`config.mk`:
```
export PLATFORM = sky130hd
export DESIGN_NAME = cdb_arbiter
export DESIGN_NICKNAME = d
export VERILOG_FILES = /design/src/rtl/cdb_arbiter.sv
export SDC_FILE = /design/constraint.sdc
export NUM_CORES = 1
export LEC_CHECK = 0
export CAP_MARGIN = 0
export CORE_ASPECT_RATIO = 1.25
export CORE_MARGIN = 2
export CORE_UTILIZATION = 35
export DETAILED_ROUTE_END_ITERATION = 12
export PLACE_DENSITY = 0.83
export SETUP_SLACK_MARGIN = 0.02
export SLEW_MARGIN = 20
export SYNTH_ARGS = -nofsm -noshare
export SYNTH_HDL_FRONTEND = slang
export SYNTH_SLANG_ARGS = --single-unit
```
`constraint.sdc`:
```
create_clock -name clk -period 1.6 [get_ports clk]
set_input_delay 0.32 -clock clk [delete_from_list [all_inputs] [get_ports clk]]
set_output_delay 0.32 -clock clk [all_outputs]
set_load 0.02 [all_outputs]
```
`src/rtl/cdb_arbiter.sv`:
```
// rtl/cdb_arbiter.sv - round-robin Common Data Bus arbiter with a registered broadcast stage
module cdb_arbiter #(
  parameter int NUM_REQ    = 4,
  parameter int data_width = 16,
  parameter int tag_width  = 3
) (
  input  logic                          clk,
  input  logic                          reset,
  input  logic                          flush,
  input  logic [NUM_REQ-1:0]            req_valid,
  input  logic [NUM_REQ*tag_width-1:0]  req_tag,
  input  logic [NUM_REQ*data_width-1:0] req_data,
  output logic [NUM_REQ-1:0]            grant,
  output logic                          cdb_valid,
  output logic [tag_width-1:0]          cdb_tag,
  output logic [data_width-1:0]         cdb_data,
  output logic [15:0]                   bcast_count
);

  localparam int PTR_W = (NUM_REQ > 1) ? $clog2(NUM_REQ) : 1;

  logic [PTR_W-1:0] rr_ptr;
  logic [PTR_W-1:0] sel;
  logic [PTR_W-1:0] cand;
  logic [PTR_W-1:0] next_ptr;
  logic             found;
  logic             issue;

  // Scan from rr_ptr upward with wrap; the first valid requester wins.
  always_comb begin
    found = 1'b0;
    sel   = '0;
    cand  = '0;
    for (int k = 0; k < NUM_REQ; k++) begin
      cand = PTR_W'((int'(rr_ptr) + k) % NUM_REQ);
      if (!found && req_valid[cand]) begin
        found = 1'b1;
        sel   = cand;
      end
    end
  end

  assign issue    = found && !reset && !flush;
  assign next_ptr = PTR_W'((int'(sel) + 1) % NUM_REQ);

  always_comb begin
    grant = '0;
    if (issue) begin
      grant[sel] = 1'b1;
    end
  end

  always_ff @(posedge clk) begin
    if (reset) begin
      cdb_valid   <= 1'b0;
      cdb_tag     <= '0;
      cdb_data    <= '0;
      rr_ptr      <= '0;
      bcast_count <= '0;
    end else if (flush) begin
      cdb_valid <= 1'b0;
      rr_ptr    <= '0;
    end else if (issue) begin
      cdb_valid <= 1'b1;
      cdb_tag   <= req_tag[int'(sel)*tag_width +: tag_width];
      cdb_data  <= req_data[int'(sel)*data_width +: data_width];
      rr_ptr    <= next_ptr;
      if (bcast_count != 16'hFFFF) begin
        bcast_count <= bcast_count + 16'd1;
      end
    end else begin
      // Tag and data hold; they are don't-care while cdb_valid is low.
      cdb_valid <= 1'b0;
    end
  end

endmodule

```
==> out/results.ini, run 1 <==
[synth]
ys_warn_count=0
yosys.area.top_type=dfxtp_1
synth_compound_area_share_pct=22.2
syn_area_per_cell_um2=9.93
syn_nets=312
synthCells=228
synthAdderAreaFrac_pct=0.553
synth_top_area_share_pct=33.6
synth_xor_area_share_pct=3.87
async_flop_share_pct=0
synth-edff-count=0
synth_area_um2=2260
synth_top_family_by_area=compound AO/OA/AOI/OAI gates
synthTopCellsByArea=dfxtp_1 (34%), mux2i_1 (18%), a2bb2oi_1 (7.4%), o21ai_1 (4.4%), nor2_1 (3.2%)
yosys.area_share.simple_pct=15.8
synth_cell_type_count=57
synthFlopType=dfxtp_1
synth-seq-cells=38
synth-seq-area-share_pct=33.6
synthMuxAreaShare_pct=18.1

[final_layout]
design_area_um2=4320
fillers=483
diodes=0
finalCoreUtilization_pct=69.6
nets=480
drive_above_1_share_pct=31.0
area_delta_synth_final_pct=90.8

[run]
cap_violations=0

[sta]
fin_crit_sh_pct=118
max_freq_mhz=531
rsz0062_at_grt=true
setup_viol=23
period_minus_slack_ns=1.88
tightest_slew_ns=0.391
fin_skew_ns=0.00822
hold_viol=0
fin_ws_ns=-0.282
slew_viol_final=0
slew_headroom_pct=73.9

[pwr]
sw_frac_of_total_pct=27.0
pwr-share-seq_pct=37.5
pwr_density_cell_nw_per_um2=639
netSwitchingPower_mw=0.746
clockPowerShare_pct=27.9
p_total_mw=2.76
power_frac_comb_pct=34.6
p_leak_nw=1.99
p_int_mw=2.01
peakVddDrop_v=0.000357

[clocking]
clk_pin_slew_ns=0.07
cts_buffers=5
clk_latency_ns=0.29
root_buffer=clkbuf_8
cts_sinks=38
htreeDepth=2
cts_buffer_depth=2
holdBufCountCts=0
cts_tree=done

[critical_path]
criticalPathCategory=register to output pin
reg2regPathDepth=7
cp_slowest_cell=dfxtp_4
regToRegEndpoint=cdb_data[7]$_SDFFE_PP0P_
path_cells=mux2i_4 > o21ai_2 > buf_6 > nor3_4 > buf_6
cp.arrival_ns=1.56
worstPathMaxFanout=5
rr_startpoint=rr_ptr[1]$_SDFFE_PP0P_
startpoint=rr_ptr[1]$_SDFFE_PP0P_
path_common_cell=buf_6
crit_required_ns=1.28
max_stage_delay_ns=0.40
r2r_slack_ns=-0.26
startpoint_type=register
endpoint_kind=output pin

[floorplanning]
start_util_pct=36.5
io_pins=123
core_um2=6210
fp.dieH_um=93.9
rows=32
die_width_um=75.9
die_area_um2=7130

[placement]
gp_congestion=0.866
placed_cell_area_um2=3830
dp_hpwl_mm=5.47
io_buffers=122

[status]
outcome=complete, but fails checks
violations=setup timing

[routing]
drt_iter0_drc=47
routedWlPerCell_um=15.8
dr_total_vias=2454
vias_per_cell=5.09
ant_nets=0
drcViolationCount=0
first_pass_iters=4
wl_mm=7.62

[global_routing]
grt_max_degree=20
grt_usage_pct=21.0
grt_pass1_wl_mm=12.2
grt_overflow=0
grt_pass1_vias=2530
antenna_found_initial=0

[worst_hold_path]
holdPathEnd=rr_ptr[1]$_SDFFE_PP0P_
hold_class=input pin to register
min-delay-start=req_valid[2]
holdPathStages=3

==> synth_stat cells, types with 3 or more instances <==
master	n
mux2i_1	41
dfxtp_1	38
o21ai_1	20
a2bb2oi_1	19
nor2_1	19
xnor2_1	8
buf_2	7
a21oi_1	6
nand2_1	5
nand3_1	5
clkbuf_1	3
nor3_1	3
==> critical path, delay by kind of cell (launching register included) <==
kind,cells,cell delay (ns)
compound gates,1,0.13
buf+inv,2,0.28
flops,1,0.40
mux,1,0.28
simple gates,1,0.18
==> what timing repair did <==
| item | 4_1_cts | 5_1_grt |
|---|---|---|
| gates resized for setup | 84 | 41 |
| setup buffers | 11 | 8 |
| cloned | 2 | 0 |
| endpoints found under the setup margin | 62 | 42 |
| pin swaps | 11 | 20 |
==> how the worst max path moves through the flow <==
stage               end  cells past startpoint
3_5_place_dp   grant[1]                      7
2_1_floorplan  grant[1]                      7
4_1_cts        grant[3]                      5
6_report       grant[1]                      5
5_1_grt        grant[1]                      5
3_3_place_gp   grant[1]                      7
==> final cells by class <==
type	instances	area (um^2)	share of cell area, %
inverters	2	7.51	0.174
repair buffers	177	1780	41.2
well taps	85	106	2.46
clock buffers	8	110	2.55
flip-flops and latches	38	782	18.1
multi-input cells	172	1530	35.5
==> per-layer routing <==
| layer | global-route usage [%] | up-vias | wire length [um] |
|---|---|---|---|
| li1 | - | 1200 | - |
| met1 | 22.7 | 1134 | 2970 |
| met2 | 40.1 | 102 | 4020 |
| met3 | 5.48 | 18 | 447 |
| met4 | 6.52 | 0 | 192 |
| met5 | 0 | - | 0 |
==> through the flow <==
stage / TNS (ns) / setup slack [ns] / instances / hold WS (ns)
2_1_floorplan: -0.256 / -0.0331 / 228 / 0.416
3_3_place_gp: -30.34 / -0.992 / 454 / 0.454
3_5_place_dp: -31.65 / -1.06 / 454 / 0.459
4_1_cts: -4.92 / -0.284 / 474 / 0.455
5_1_grt: -7.38 / -0.382 / 482 / 0.404
6_report: -5.13 / -0.282 / 482 / 0.402
==> logic make-up after synthesis <==
kind of cell               after synthesis
xor gates and xnor gates                10
DFF                                     38
and+or+nand+nor                         56
buffers and inverters                   18
adders and majority gates                1
muxes                                   41
AOI/OAI and AO/OA                       64
==> power by group through the flow <==
| stage | sequential [mW] | combinational, mW | clock (mW) |
|---|---|---|---|
| after floorplan | 1.12 | 0.354 | 0 |
| after global placement | 1.06 | 0.804 | 0 |
| after detailed placement | 1.06 | 0.817 | 0 |
| after CTS | 1.04 | 0.915 | 0.789 |
| after global routing | 1.04 | 1.01 | 0.827 |
| final | 1.04 | 0.954 | 0.770 |
==> sequential cells by signal, indices dropped and copies added (netlist names) <==
register	cells
bcast_count	16
cdb_data	16
cdb_tag	3
rr_ptr	2
cdb_valid	1
==> cell usage in the layout, fill, tap and decap left out, drive strengths merged, types with 2 or more instances in the layout <==
cell | Yosys | final
xnor2 | 8 | 8
a211oi | 3 | 3
nor4 | 2 | 2
or4 | 2 | 2
clkdlybuf4s50 | 0 | 80
a2bb2oi | 19 | 19
dlymetal6s2s | 0 | 9
nand3 | 6 | 6
inv | 2 | 2
nor2 | 21 | 21
nand4 | 3 | 3
clkbuf | 3 | 9
xor2 | 2 | 2
a21oi | 6 | 6
nand2b | 2 | 2
buf | 13 | 62
mux2i | 41 | 41
a21boi | 2 | 2
and4 | 4 | 4
dfxtp | 38 | 38
nand2 | 5 | 5
nor3 | 4 | 4
o21ai | 21 | 21
dlygate4sd2 | 0 | 24
o221ai | 3 | 3
Power figures use the tool's default switching activity.
==> run 2: changes to the inputs <==
CTS_BUF_LIST = sky130_fd_sc_hd__clkbuf_16   (was unset)
==> run 2 against run 1 <==
Against the previous run:
- the flow still finishes with violations (setup timing)
- largest power group unchanged
- register-to-register slack lost 0.05 ns
- worst setup slack lost 0.027 ns
- clock-buffer cell count shrank 3
- critical path depth grew 3
- critical endpoint is now cdb_data[1]$_SDFFE_PP0P_
- power grew 7.6%
- final area grew 2.4%
- wire length grew 6.1%
==> out/results.ini, run 2 (same netlist as run 1, synthesis figures left out) <==
[routing]
drcViolationCount=0  ; unchanged
wl_mm=8.08  ; was 7.62 mm
first_pass_iters=4  ; unchanged
ant_nets=0  ; unchanged
drt_iter0_drc=70  ; was 47
dr_total_vias=2496  ; was 2,454
vias_per_cell=5.16  ; was 5.09
routedWlPerCell_um=16.7  ; was 15.8 um

[clocking]
htreeDepth=2  ; unchanged
clk_latency_ns=0.28  ; was 0.29 ns
root_buffer=clkbuf_16  ; was clkbuf_8
clk_pin_slew_ns=0.05  ; was 0.07 ns
cts_buffer_depth=2  ; unchanged
cts_sinks=38  ; unchanged
holdBufCountCts=0  ; unchanged
cts_buffers=5  ; unchanged
cts_tree=done  ; unchanged

[sta]
fin_ws_ns=-0.308  ; was -0.282 ns
slew_viol_final=0  ; unchanged
fin_crit_sh_pct=119  ; was 118%
hold_viol=0  ; unchanged
setup_viol=23  ; unchanged
slew_headroom_pct=75.9  ; was 73.9%
tightest_slew_ns=0.361  ; was 0.391 ns
period_minus_slack_ns=1.91  ; was 1.88 ns
fin_skew_ns=0.00387  ; was 0.00822 ns
max_freq_mhz=524  ; was 531 MHz
rsz0062_at_grt=true  ; unchanged

[pwr]
peakVddDrop_v=0.000510  ; was 0.000357 V
pwr_density_cell_nw_per_um2=672  ; was 639 nW/um^2
p_leak_nw=2.03  ; was 1.99 nW
p_total_mw=2.97  ; was 2.76 mW

[critical_path]
cp.arrival_ns=2.07  ; was 1.56 ns
crit_required_ns=1.76  ; was 1.28 ns
reg2regPathDepth=8  ; was 7
criticalPathCategory=register to register  ; was register to output pin
regToRegEndpoint=cdb_data[1]$_SDFFE_PP0P_  ; was cdb_data[7]$_SDFFE_PP0P_
startpoint_type=register  ; unchanged
worstPathMaxFanout=5  ; unchanged
endpoint_kind=register  ; was output pin
rr_startpoint=rr_ptr[1]$_SDFFE_PP0P_  ; unchanged
r2r_slack_ns=-0.31  ; was -0.26 ns
startpoint=rr_ptr[1]$_SDFFE_PP0P_  ; unchanged

[floorplanning]
start_util_pct=36.5  ; unchanged
io_pins=123  ; unchanged
rows=32  ; unchanged
die_width_um=75.9  ; unchanged
core_um2=6210  ; unchanged
die_area_um2=7130  ; unchanged
fp.dieH_um=93.9  ; unchanged

[status]
outcome=complete, but fails checks  ; unchanged
violations=setup timing  ; unchanged

[worst_hold_path]
holdPathStages=2  ; was 3
min-delay-start=cdb_data[6]$_SDFFE_PP0P_  ; was req_valid[2]
hold_class=register to register  ; was input pin to register
holdPathEnd=cdb_data[6]$_SDFFE_PP0P_  ; was rr_ptr[1]$_SDFFE_PP0P_

[final_layout]
final_common_cell=clkdlybuf4s50_1  ; unchanged
nets=482  ; was 480
top_regs=bcast_count x16, cdb_data x16, cdb_tag x3  ; unchanged
finalCoreUtilization_pct=71.3  ; was 69.6%
area_delta_synth_final_pct=95.4  ; was 90.8%
drive_above_1_share_pct=31.6  ; was 31.0%
fillers=459  ; was 483
diodes=0  ; unchanged
final_cell_mix=clkdlybuf4s50_1 (89), mux2i_1 (37), buf_4 (35), dfxtp_1 (23), o21ai_1 (19)  ; was clkdlybuf4s50_1 (80), mux2i_1 (40), buf_4 (38), dlygate4sd2_1 (24), dfxtp_1 (23)

[global_routing]
grt_overflow=0  ; unchanged
grt_max_degree=20  ; unchanged
grt_usage_pct=22.0  ; was 21.0%
grt_pass1_vias=2586  ; was 2,530
antenna_found_initial=0  ; unchanged
grt_pass1_wl_mm=12.8  ; was 12.2 mm

[placement]
io_buffers=122  ; unchanged
gp_congestion=0.866  ; unchanged
dpl_worst_slack_ns=-1.06  ; unchanged
dp_hpwl_mm=5.47  ; unchanged

[run]
cap_violations=0  ; unchanged

## run 2: changes by cell type in the layout (fill, tap and decap cells not counted), moves of 2 or more
cell	change
dlygate4sd2_1	-13
buf_2	+3
buf_4	-3
mux2i_1	-3
clkinv_1	+3
clkbuf_8	-8
clkdlybuf4s50_1	+9
clkbuf_16	+5
dlymetal6s2s_1	+4
mux2i_2	+2
## run 2: worst max path at each step
stage,end,slack [ns],cells past startpoint
after floorplan,grant[1],-0.03,7
after global placement,grant[1],-0.99,7
after detailed placement,grant[1],-1.06,7
after CTS,grant[3],-0.26,5
after global routing,cdb_data[1]$_SDFFE_PP0P_,-0.36,8
final,cdb_data[1]$_SDFFE_PP0P_,-0.31,8
## run 2: what timing repair did
| action | CTS | global route |
|---|---|---|
| setup buffers | 18 | 3 |
| setup endpoints to repair | 49 | 48 |
| pin swaps | 13 | 9 |
| cloned | 2 | 0 |
| resized for setup | 82 | 37 |
## run 2: layout make-up
type | count | area [um^2] | share of cell area (%)
Clock buffer | 5 | 125 | 2.83
Clock inverter | 3 | 11.3 | 0.255
Sequential cell | 38 | 782 | 17.7
Timing Repair Buffer | 179 | 1830 | 41.4
Inverter | 2 | 7.51 | 0.170
Multi-Input combinational cell | 172 | 1560 | 35.3
Tap cell | 85 | 106 | 2.40
## run 2: where the power goes
group          internal, mW  total [mW]  switching [mW]
logic                 0.612        1.01           0.397
registers              1.00        1.04          0.0364
clock network         0.560       0.922           0.361
total                  2.18        2.97           0.794
## run 2: stage by stage
step	setup TNS (ns)	area, um^2	cells	hold WS [ns]
after CTS	-4.92	4260	481	0.471
after global placement	-30.34	3830	454	0.454
after floorplan	-0.256	2390	228	0.416
final	-5.09	4420	484	0.470
after global routing	-6.94	4420	484	0.487
after detailed placement	-31.65	3830	454	0.459
## run 2: critical path, cell delays in order, from the launching register on
cell and delay [ns]:
dfxtp_4 0.37, or3b_4 0.39, buf_6 0.13, o221ai_4 0.11, buf_12 0.17, buf_12 0.12
mux2i_2 0.22, a2bb2oi_1 0.18, o21ai_1 0.09
## run 2: metal layers
metal  GRT usage [%]  routed length (um)  vias up
met4            5.76                 160        0
met1            24.3                3000     1174
met5               0                   0        -
met3            4.71                 542       14
li1                -                   -     1204
met2            42.7                4380      104
==> run 3: changes to the inputs <==
CAP_MARGIN = 20   (was 0)
==> results of run 3 <==
No change in the layout: final DEF, timing and power equal those of run 2.
